==> src/rtl/bus_pkg.sv <==
// rtl/bus_pkg.sv - shared types and constants for the two-master memory bus arbiter
package bus_pkg;

    // Arbiter ownership state: nobody, master 0, or master 1 holds the bus
    typedef enum logic [1:0] {
        IDLE = 2'd0,
        OWN0 = 2'd1,
        OWN1 = 2'd2
    } arb_state_t;

    localparam int BUS_ADDR_W_DEF  = 32;
    localparam int BUS_DATA_W_DEF  = 32;
    localparam int BUS_TIMEOUT_DEF = 256;

    // Value returned on rdata to any master that does not own the bus
    localparam logic [31:0] BUS_IDLE_DATA = 32'h0000_0000;

    // Ownership state for master index k
    function automatic arb_state_t own_of(input logic k);
        return k ? OWN1 : OWN0;
    endfunction

endpackage

==> src/rtl/rr_pick2.sv <==
// rtl/rr_pick2.sv - combinational 2-way round-robin selector
//
// Ports:
//   req0, req1 : request lines
//   last       : index of the requester granted most recently
//   gnt        : selected index (only meaningful when valid)
//   valid      : at least one request present
module rr_pick2 (
    input  logic req0,
    input  logic req1,
    input  logic last,
    output logic gnt,
    output logic valid
);

    always_comb begin
        valid = req0 | req1;
        // On a tie the requester that did not win last time goes next
        if (req0 && req1) begin
            gnt = ~last;
        end else begin
            gnt = req1;
        end
    end

endmodule

==> src/rtl/bus_arbiter.sv <==
// rtl/bus_arbiter.sv - two-master round-robin arbiter for the shared physical memory bus
//
// Master 0 is instruction fetch, master 1 is data load/store. The grant is
// registered and held for a whole transaction; address/data/strobes and the
// rdata/ready return path are pure combinational muxes selected by the grant.
//
// Optional build macro: BUS_ARB_TIMEOUT_EN
//   defined   - an owner that sees no bus_ready for TIMEOUT_CYCLES owned cycles
//               is completed with mN_ready=1, mN_err=1, rdata=0
//   undefined - no counter, mN_err is always 0
//
// Ports:
//   clk, rst_n                    clock, asynchronous active-low reset
//   mN_addr/wdata/rd/wr           master N request (held until mN_ready)
//   mN_rdata/ready/err            master N response (zero unless N owns the bus)
//   bus_addr/wdata/rd/wr          to slaves (zero while idle)
//   bus_rdata, bus_ready          OR of all slave responses
module bus_arbiter
    import bus_pkg::*;
#(
    parameter int ADDR_W         = BUS_ADDR_W_DEF,
    parameter int DATA_W         = BUS_DATA_W_DEF,
    parameter int TIMEOUT_CYCLES = BUS_TIMEOUT_DEF
) (
    input  logic              clk,
    input  logic              rst_n,

    input  logic [ADDR_W-1:0] m0_addr,
    input  logic [DATA_W-1:0] m0_wdata,
    input  logic              m0_rd,
    input  logic              m0_wr,
    output logic [DATA_W-1:0] m0_rdata,
    output logic              m0_ready,
    output logic              m0_err,

    input  logic [ADDR_W-1:0] m1_addr,
    input  logic [DATA_W-1:0] m1_wdata,
    input  logic              m1_rd,
    input  logic              m1_wr,
    output logic [DATA_W-1:0] m1_rdata,
    output logic              m1_ready,
    output logic              m1_err,

    output logic [ADDR_W-1:0] bus_addr,
    output logic [DATA_W-1:0] bus_wdata,
    output logic              bus_rd,
    output logic              bus_wr,
    input  logic [DATA_W-1:0] bus_rdata,
    input  logic              bus_ready
);

    localparam logic [DATA_W-1:0] IDLE_DATA = DATA_W'(BUS_IDLE_DATA);

    arb_state_t state;
    arb_state_t nxt_state;
    logic       last;
    logic       nxt_last;

    logic req0;
    logic req1;
    logic owned;
    logic owner;      // index of the owning master, valid when owned
    logic req_own;
    logic req_oth;
    logic timeout;
    logic rdy_eff;    // slave ready or forced timeout completion
    logic done;
    logic pick_gnt;
    logic pick_valid;

    assign req0    = m0_rd | m0_wr;
    assign req1    = m1_rd | m1_wr;
    assign owned   = (state != IDLE);
    assign owner   = (state == OWN1);
    assign req_own = owner ? req1 : req0;
    assign req_oth = owner ? req0 : req1;
    assign rdy_eff = bus_ready | timeout;
    assign done    = owned & rdy_eff & req_own;

    rr_pick2 u_pick (
        .req0  (req0),
        .req1  (req1),
        .last  (last),
        .gnt   (pick_gnt),
        .valid (pick_valid)
    );

    always_comb begin
        nxt_state = state;
        nxt_last  = last;
        case (state)
            IDLE: begin
                // bus_ready is ignored here; nothing is outstanding
                if (pick_valid) begin
                    nxt_state = own_of(pick_gnt);
                end
            end
            default: begin
                if (done) begin
                    nxt_last = owner;
                    // The owner still holds its request on the completion
                    // cycle, so it keeps the bus unless the other master waits.
                    if (req_oth) begin
                        nxt_state = own_of(~owner);
                    end
                end else if (!req_own) begin
                    // Owner abandoned its request: hand over without touching last
                    nxt_state = req_oth ? own_of(~owner) : IDLE;
                end
            end
        endcase
    end

    always_ff @(posedge clk or negedge rst_n) begin
        if (!rst_n) begin
            state <= IDLE;
            last  <= 1'b1;
        end else begin
            state <= nxt_state;
            last  <= nxt_last;
        end
    end

`ifdef BUS_ARB_TIMEOUT_EN
    localparam int CNT_W = $clog2(TIMEOUT_CYCLES) + 1;

    logic [CNT_W-1:0] to_cnt;

    assign timeout = owned & ~bus_ready & (to_cnt == CNT_W'(TIMEOUT_CYCLES - 1));

    // Counts owned cycles of the current transaction; any change of owner
    // (including a fresh grant from idle) or a completion restarts it.
    always_ff @(posedge clk or negedge rst_n) begin
        if (!rst_n) begin
            to_cnt <= '0;
        end else if (!owned || done || (nxt_state != state)) begin
            to_cnt <= '0;
        end else if (!bus_ready) begin
            to_cnt <= to_cnt + CNT_W'(1);
        end
    end
`else
    logic unused_timeout_cfg;

    assign timeout            = 1'b0;
    assign unused_timeout_cfg = ^TIMEOUT_CYCLES;
`endif

    // Output muxes follow the registered state, so an asynchronous reset
    // clears every bus and response output as soon as state returns to IDLE.
    always_comb begin
        bus_addr  = '0;
        bus_wdata = '0;
        bus_rd    = 1'b0;
        bus_wr    = 1'b0;
        m0_rdata  = IDLE_DATA;
        m0_ready  = 1'b0;
        m0_err    = 1'b0;
        m1_rdata  = IDLE_DATA;
        m1_ready  = 1'b0;
        m1_err    = 1'b0;
        case (state)
            OWN0: begin
                bus_addr  = m0_addr;
                bus_wdata = m0_wdata;
                bus_rd    = m0_rd;
                bus_wr    = m0_wr;
                m0_rdata  = timeout ? IDLE_DATA : bus_rdata;
                m0_ready  = rdy_eff & req0;
                m0_err    = timeout & req0;
            end
            OWN1: begin
                bus_addr  = m1_addr;
                bus_wdata = m1_wdata;
                bus_rd    = m1_rd;
                bus_wr    = m1_wr;
                m1_rdata  = timeout ? IDLE_DATA : bus_rdata;
                m1_ready  = rdy_eff & req1;
                m1_err    = timeout & req1;
            end
            default: begin
            end
        endcase
    end

endmodule

==> config.mk <==
export PLATFORM = sky130hd
export DESIGN_NAME = bus_arbiter
export DESIGN_NICKNAME = d
export VERILOG_FILES = /design/src/rtl/bus_pkg.sv /design/src/rtl/rr_pick2.sv /design/src/rtl/bus_arbiter.sv
export SDC_FILE = /design/constraint.sdc
export NUM_CORES = 1
export LEC_CHECK = 0
export CORE_AREA = 2 2 118 120
export CTS_CLUSTER_SIZE = 30
export DETAILED_ROUTE_END_ITERATION = 10
export DIE_AREA = 0 0 120 122
export PLACE_DENSITY = 0.66
export SETUP_SLACK_MARGIN = 0.1
export SYNTH_ARGS = -nofsm -noshare
export SYNTH_HDL_FRONTEND = slang
export SYNTH_SLANG_ARGS = --single-unit
==> constraint.sdc <==
create_clock -name clk -period 1.5 [get_ports clk]
set_input_delay 0.3 -clock clk [delete_from_list [all_inputs] [get_ports clk]]
set_output_delay 0.3 -clock clk [all_outputs]
set_load 0.02 [all_outputs]
== After elaboration in Yosys (flattened, before gate mapping) ==
Cells that the tools add are included.

* Word-level logic and storage cells: 40
* Flip-flop bits (word level): 3

* Multiplexer cells: 19
* Reduce and logical (&&, ||, !) cells: 5
* Equal/unequal tests: 5
* Bitwise gates (word level): 9

{| class="wikitable"
|+ Operators by type and width
! cell !! count
|-
| 32-bit case mux with 2 select lines || 2
|-
| 32-bit 2-to-1 mux || 2
|-
| 2-bit 2-to-1 mux || 8
|-
| 1-bit 2-to-1 mux || 5
|-
| 1-bit AND || 4
|-
| 1-bit case mux with 2 select lines || 2
|-
| 3-bit by 1-bit != test with 1-bit output, second input constant || 1
|-
| 3-bit by 2-bit != test with 1-bit output, second input constant || 1
|-
| 1-bit bitwise OR || 3
|-
| 3-bit AND reduction || 1
|-
| 2-bit by 1-bit equality test with 1-bit output, second input constant || 1
|-
| 2-bit equality test, second input constant || 1
|-
| 2-bit zero test || 1
|-
| 2-bit != test, second input constant || 1
|-
| 1-bit NOT || 2
|-
| 2-bit AND reduction || 1
|-
| 2-bit nonzero test || 1
|-
| 1-bit logical AND || 1
|}

== Logic depth before layout (Yosys ltp) ==
Gate-level depths: netlist (run 1).

* Word-level depth: 6
* Depth in mapped cells: 8
* Depth with buffers taken out: 6

== Modules after synthesis ==
Synthesis (run 1) repeated with hierarchy kept, for this count alone.

* Cell total of the unflattened synthesis: 264
* Area total of the unflattened synthesis: 1731.7 µm²

{| class="wikitable"
|+ Modules (own cells, without submodules)
! module !! cells an instance !! area each (µm²) !! instances !! seq. area each (µm²)
|-
| bus_arbiter || 262 || 1717.9 || 1 || 76.3
|-
| rr_pick2 || 2 || 13.8 || 1 || 0.0
|}

== Worst setup path before layout (run 1) ==
OpenSTA, ideal clock, no wires.

* Kind: register to output
* From: register state[0]
* To: output port bus_addr[0]
* Stages on the path, launching flop included: 8
* Required time: 1.200 ns
* Slack: -0.312 ns
* Arrival: 1.512 ns
* Path buffers: 3
* Path through: dfrtp_1 -> inv_1 -> ha_1 -> buf_4 -> buf_2 -> buf_2 -> a22oi_1 -> nor2b_1

* Cells in the longest elaborated chain, start to end: 2

{| class="wikitable"
|+ Ends and longest elaborated chain
! item !! RTL line !! RTL
|-
| from (decl) || bus_arbiter.sv:54 || <nowiki>arb_state_t state;</nowiki>
|-
| from (signal assigned) || bus_arbiter.sv:119 || <nowiki>state <= nxt_state;</nowiki>
|-
| 2-bit equality test || n/a ||
|-
| net owner || bus_arbiter.sv:62 || <nowiki>logic owner;</nowiki>
|-
| 32-bit case mux with 2 select lines || bus_arbiter.sv:162 || <nowiki>case (state)</nowiki>
|-
| to (decl) || bus_arbiter.sv:44 || <nowiki>output logic [ADDR_W-1:0] bus_addr,</nowiki>
|}

The timed path passes the listed nets, and every way through them passes these cells.

== Final worst setup path (run 1) ==
* From: register state[1]
* To: output port bus_wdata[27]

* Cells in the longest elaborated chain, start to end: 2

{| class="wikitable"
|+ Ends and longest elaborated chain
! item !! RTL line !! RTL
|-
| 2-bit equality test || n/a ||
|-
| net owner || bus_arbiter.sv:62 ||
|-
| 32-bit case mux with 2 select lines || bus_arbiter.sv:162 ||
|-
| to (decl) || bus_arbiter.sv:45 || <nowiki>output logic [DATA_W-1:0] bus_wdata,</nowiki>
|}

The timed path passes the listed nets, and every way through them passes these cells.

==> reports/results.txt, run 1 <==
routed length per placed instance -> 16.0 um
critical path required time -> 1.20 ns
async set-reset flop share out of synthesis -> 1.00
Worst Setup End Kind -> primary output
CTS Sinks -> 3
Clock Tree Buf Depth -> 2
max-cap violations -> 0
mux share of post-synthesis cell area -> 0
hold crit path type -> input port to asynchronous set/reset pin
FP Rows -> 43
Layout Cells excl Fill -> 765
Worst Setup Path Type -> flip-flop to primary output
diode count -> 0
Mapped Area -> 0.00175 mm2
vias per inst -> 4.24
I/O Buffers -> 298
Leakage -> 2.62 nW
Pint -> 0.00737 W
fin worst setup slack -> -0.449 ns
highest-delay cell along the critical path -> dfrtp_1
syn avg cell area -> 6.62 um2
CP bufs+invs -> 4
part of the cycle the worst path needs -> 1.30
#FFs+latches synth -> 3
Max Clock Freq -> 0.513 GHz
Antenna Nets Post-Route -> 0
vias in the first global route -> 3321
critical path arrival -> 1.65 ns
RSZ-0062 raised after global routing -> yes
CTS HTree Levels -> 1
CTS tree -> built
DRC Markers -> 0
first-pass GRT wire length -> 17.7 mm
nets -> 757
Synth Area in XOR/XNOR -> 0
crit-path cells -> buf_6 -> ha_4 -> buf_12 -> buf_12 -> a22oi_2 -> nor2b_4 -> buf_6
Clk pwr share -> 0.032
Placed Cells incl. Taps -> 740
largest net degree at the start of global routing -> 34
Worst-Skew Late Latency -> 0.22 ns
routability cong. -> 0.775
crit path max fanout -> 9
hold_buf cts -> 0
compound-gate portion of the synthesized area -> 0.351
minimum clock period -> 1.95 ns
outcome -> finished with violations
Pwr per Cell Area -> 2110 mW/mm2
Layout Skew -> 0.000306 ns
die area -> 0.0146 mm2
Post-synth EDFFs -> 0
chip width -> 120 um
Total GRT Usage -> 0.150
TritonRoute pass-1 iters -> 3
synth unique cells -> 26
starting density of the core -> 0.129
Combinational Power Share -> 0.955
Reg power frac -> 0.013
failing checks -> negative setup slack
Crit path largest cell delay -> 0.38 ns
Max IR drop VDD -> 721 uV
Final setup viols -> 134
grt total ovfl -> 0
largest family of logic cells by synthesized area -> simple AND/OR/NAND/NOR gates
Top delay family on crit path -> buffers and inverters
total CTS buffers -> 3
fillcell total -> 1269
die height -> 122 um
Slew Limit Fails -> 0
Net Sw Frac -> 0.442
vias -> 3243
NetSw -> 0.00583 W
Core ar. -> 0.0135 mm2
Simple-Gate Fraction of Synth Area -> 0.489
initial antenna violation count -> 0
CTS root buffer -> clkbuf_16
area grow syn2layout -> 258%
Post-DP Area -> 0.00584 mm2
DR iter-0 viols -> 73
post-route cell area -> 0.00625 mm2
Routed WL -> 12.3 mm
sequential area share after synthesis -> 0.0437
I/O pin cnt -> 301
adder-cell share of the synthesized area -> 0.0287
Post-synth top flop -> dfrtp_1
Detailed Place HPWL -> 8.98 mm
share of cells above drive strength 1 -> 0.636
synth warn -> 0
Hold Vio Cnt, Final -> 0
clk slew on worst S/H paths -> 0.03 ns
Mapped Cells -> 264
CP startpoint kind -> flip-flop
cell usage after synthesis (2+ instances only):
cell       n  area share
nor3_1     2      0.0057
nor2b_1   66        0.24
o21ai_1    2      0.0057
ha_1       4       0.029
nor2_1     6       0.013
buf_4      3       0.013
dfrtp_1    2       0.029
and2_1    64        0.23
buf_2      5       0.014
a22oi_1   67        0.29
clkbuf_1  23       0.049
o21ai_0    3      0.0086
inv_1      4      0.0086
power by group through the flow:
stage	clock (W)	combinational [W]	sequential (W)
floorplan	0	0.00736	0.000170
global placement	0	0.0110	0.000166
detailed placement	0	0.0111	0.000165
CTS	0.000437	0.0119	0.000169
global route	0.000442	0.0133	0.000172
finish	0.000425	0.0126	0.000168
registers in the layout (all words and copies together) (netlist names):
| signal | count |
|---|---|
| last | 1 |
| state | 2 |
layer usage:
layer,track usage,wire (um),part of all wire
met5,0,0,0
met2,0.292,6540,0.53
met3,0.0407,993,0.081
met4,0.0257,139,0.011
met1,0.163,4580,0.37
metrics by stage:
step / util / TNS, ns / power [W] / hold slack [ns] / setup WS [ns]
global placement: 0.432 / -69.06 / 0.0112 / 0.484 / -0.596
finish: 0.463 / -44.78 / 0.0132 / 0.275 / -0.449
floorplan: - / -2.81 / 0.00753 / 0.00441 / -0.0479
global route: 0.463 / -53.41 / 0.0139 / 0.284 / -0.518
CTS: 0.452 / -53.72 / 0.0125 / 0.272 / -0.480
detailed placement: 0.432 / -70.85 / 0.0113 / 0.494 / -0.596
path summary, 6_finish.rpt:
path / end / startpoint / slack [ns] / cells past startpoint
worst max-delay path: bus_wdata[27] / state[1]$_DFFE_PN0P_ / -0.45 / 7
worst min-delay path: state[0]$_DFFE_PN0P_ / rst_n / 0.28 / 1
worst max register to register: state[0]$_DFFE_PN0P_ / state[0]$_DFFE_PN0P_ / -0.25 / 9
worst min register to register: last$_DFFE_PN1P_ / last$_DFFE_PN1P_ / 0.50 / 2
max in group asynchronous: last$_DFFE_PN1P_ / rst_n / 0.99 / 1
min in group clk: last$_DFFE_PN1P_ / last$_DFFE_PN1P_ / 0.50 / 2
timing repair:
item,4_1_cts,5_1_grt
pin swaps,43,10
gates resized for setup,532,170
cloned,5,2
setup buffers,4,12
endpoints found under the setup margin,134,135
worst reg2reg max path: cells and delay by family, from the launching register on:
family	cells	cell delay [ns]
AOI/OAI and AO/OA	3	0.40
DFF	1	0.39
adders and majority gates	1	0.23
buffers and inverters	4	0.58
and+or+nand+nor	1	0.06
layout make-up:
| class | instances | area [um2] | area share |
|---|---|---|---|
| timing repair buffer | 347 | 3480 | 0.558 |
| multi-input combinational | 227 | 2370 | 0.379 |
| tap | 180 | 225 | 0.0360 |
| clock buffer | 4 | 78.8 | 0.0126 |
| sequential | 3 | 76.3 | 0.0122 |
| inverter | 4 | 15.0 | 0.00240 |
placed cells by master, fill, tap and decap left out, drive strengths merged:
cell type / instances
o2bb2ai: 2
o21ai: 6
nand2: 1
dfrtp: 2
o22ai: 1
dfstp: 1
clkbuf: 35
conb: 2
nor2b: 66
a21boi: 1
a211o: 1
ha: 4
nor3: 2
inv: 4
buf: 149
o21a: 1
o21bai: 1
and2: 64
clkdlybuf4s50: 166
nor2: 6
a22oi: 67
a2bb2oi: 1
nand3: 1
clkdlybuf4s15: 1
cells by family after synthesis:
group	Yosys count
AND/OR/NAND/NOR	140
adder cells (fa/ha/maj)	4
buffers and inverters	35
AO/OA/AOI/OAI	81
flip-flops	3
other	1
Note: power is estimated with default switching activity, not from simulation.
==> run 2: changes to the inputs <==
SETUP_SLACK_MARGIN = default   (was 0.1)
SKIP_CTS_REPAIR_TIMING = 1   (was default)
SKIP_LAST_GASP = 1   (was default)
==> run 2 against run 1 <==
The flow still finishes with violations (negative setup slack). Sequential share of layout area rose by 0.065 points. Global-route usage fell by 1.5 points. Cell count did not move. Setup slack improved by 0.0018 ns. Via count fell by 0.15%. Largest cell class unchanged. Sequential power barely moved. Routed wire length rose by 2.0%. Die area did not move. Critical path depth did not move. Final area fell by 5.1%. Worst hold slack got worse by 0.013 ns.
==> reports/results.txt, run 2 (synthesis results as in run 1) <==
Most flops, register -> state
I/O Buffers -> 298 (unchanged)
crit path max fanout -> 9 (unchanged)
Layout Cells excl Fill -> 765 (unchanged)
area grow syn2layout -> 240%
clk slew on worst S/H paths -> 0.03 ns (about the same)
WL met1 -> 4.88 mm (+6.6%)
Max IR drop VDD -> 911 uV (+26%)
Placed Cells incl. Taps -> 741 (+0.14%)
grt total ovfl -> 0 (unchanged)
Clk pwr share -> 0.034 (+0.002)
share of cells above drive strength 1 -> 0.605 (-0.0308)
Combinational Power Share -> 0.952 (-0.003)
Routed WL -> 12.5 mm (+2.0%)
routed length per placed instance -> 16.3 um (+2.0%)
max-cap violations -> 0 (unchanged)
Clock Tree Buf Depth -> 2 (unchanged)
nets -> 757 (unchanged)
top flop regs -> state: 2 flops, last: 1 flops
RSZ-0062 raised after global routing -> yes
outcome -> finished with violations
CP startpoint kind -> flip-flop
TritonRoute pass-1 iters -> 4 (+1)
die area -> 0.0146 mm2 (unchanged)
part of the cycle the worst path needs -> 1.30 (about the same)
starting density of the core -> 0.129 (unchanged)
Total GRT Usage -> 0.135 (-0.0149)
I/O pin cnt -> 301 (unchanged)
CTS tree -> built
total CTS buffers -> 3 (unchanged)
initial antenna violation count -> 0 (unchanged)
Core Util, Final -> 0.439 (-0.0234)
chip width -> 120 um (unchanged)
Worst Setup End Kind -> primary output
Worst-Skew Late Latency -> 0.22 ns (about the same)
Net Sw Frac -> 0.462 (+0.0198)
fin worst setup slack -> -0.447 ns (+0.00182 ns)
CTS root buffer -> clkbuf_16
hold crit path type -> input port to asynchronous set/reset pin
critical path required time -> 1.20 ns (about the same)
Hold Vio Cnt, Final -> 0 (unchanged)
met3 WL -> 1.01 mm (+1.2%)
Layout Skew -> 0.00120 ns (+0.000893 ns)
vias per inst -> 4.23 (-0.15%)
Max Clock Freq -> 0.514 GHz (about the same)
met2 wire length -> 6.51 mm (-0.37%)
R2R Setup Slk -> -0.34 ns (-0.09 ns)
diode count -> 0 (unchanged)
die height -> 122 um (unchanged)
Final setup viols -> 134 (unchanged)
routability cong. -> 0.741 (-4.4%)
NetSw -> 0.00574 W (-1.6%)
commonest non-fill, non-tap cells in the layout -> clkdlybuf4s50_1 (166), buf_4 (71), clkbuf_2 (62), a22oi_2 (58), nor2b_4 (42)
Core ar. -> 0.0135 mm2 (unchanged)
Pwr per Cell Area -> 2100 mW/mm2 (-0.77%)
Antenna Nets Post-Route -> 0 (unchanged)
DRC Markers -> 0 (unchanged)
DR iter-0 viols -> 82 (+12%)
largest net degree at the start of global routing -> 39 (+15%)
minimum clock period -> 1.95 ns (-0.00182 ns)
Largest register FFs -> 2 (unchanged)
Reg power frac -> 0.014 (about the same)
Detailed Place HPWL -> 8.82 mm (-1.8%)
Worst Setup Path Type -> flip-flop to primary output
CTS Sinks -> 3 (unchanged)
r2r worst-path depth -> 9 (unchanged)
Slew Limit Fails -> 0 (unchanged)
Leakage -> 2.54 nW (-3.0%)
Pint -> 0.00669 W (-9.1%)
vias -> 3238 (-0.15%)
CTS HTree Levels -> 1 (unchanged)
Top Layer Used -> met4
first-pass GRT wire length -> 16.2 mm (-8.7%)
Hold WS -> 0.262 ns (-0.0126 ns)
fillcell total -> 1337 (+5.4%)
vias in the first global route -> 3143 (-5.4%)
failing checks -> negative setup slack
FP Rows -> 43 (unchanged)
commonest non-fill, non-tap cell in the layout -> clkdlybuf4s50_1
critical path arrival -> 1.65 ns (about the same)
-- run 2: cell types whose count changed in the layout (fill, tap and decap cells not counted), sizes merged --
| cell | change |
|---|---|
| buf | -38 |
| clkbuf | +39 |
| clkdlybuf4s15 | -1 |
-- run 2: power by group through the flow --
stage / logic (W) / clock network [W] / registers, W
after global routing: 0.0125 / 0.000439 / 0.000174
after global placement: 0.0110 / 0 / 0.000167
after CTS: 0.0112 / 0.000438 / 0.000166
after detailed placement: 0.0111 / 0 / 0.000167
after floorplan: 0.00714 / 0 / 0.000170
final: 0.0118 / 0.000426 / 0.000169
-- run 2: metal layers --
metal	track usage	vias to the layer above
met1	0.156	1486
met4	0.0176	0
met3	0.0286	10
li1	-	1567
met5	0	-
met2	0.260	175
-- run 2: worst paths after layout --
kind | end | startpoint
min in group clk | last$_DFFE_PN1P_ | last$_DFFE_PN1P_
max in group asynchronous | last$_DFFE_PN1P_ | rst_n
worst max register to register | state[1]$_DFFE_PN0P_ | state[0]$_DFFE_PN0P_
worst max-delay path | bus_wdata[19] | state[0]$_DFFE_PN0P_
worst min-delay path | state[0]$_DFFE_PN0P_ | rst_n
worst min register to register | last$_DFFE_PN1P_ | last$_DFFE_PN1P_
-- run 2: area by class of cell --
| type | count | area (um2) | area share |
|---|---|---|---|
| Timing Repair Buffer | 347 | 3230 | 0.545 |
| Multi-Input combinational cell | 227 | 2300 | 0.388 |
| Tap cell | 180 | 225 | 0.0380 |
| Clock buffer | 4 | 78.8 | 0.0133 |
| Sequential cell | 3 | 76.3 | 0.0129 |
| Inverter | 4 | 15.0 | 0.00253 |
-- run 2: per-stage QoR --
step	total power (W)	instance area, um2	setup TNS (ns)	setup WS [ns]
2_1_floorplan	0.00731	2570	-3.23	-0.0480
3_3_place_gp	0.0112	5810	-71.73	-0.653
3_5_place_dp	0.0113	5810	-73.28	-0.635
4_1_cts	0.0118	5890	-105.84	-0.886
5_1_grt	0.0131	5930	-57.00	-0.499
6_report	0.0124	5930	-48.23	-0.447
-- run 2: critical path, stage by stage, from the launching register on --
cell and delay (ns):
dfrtp_1 0.38, buf_6 0.13, ha_4 0.17, buf_4 0.16, buf_12 0.14, a22oi_2 0.22
nor2b_4 0.06, clkbuf_2 0.15
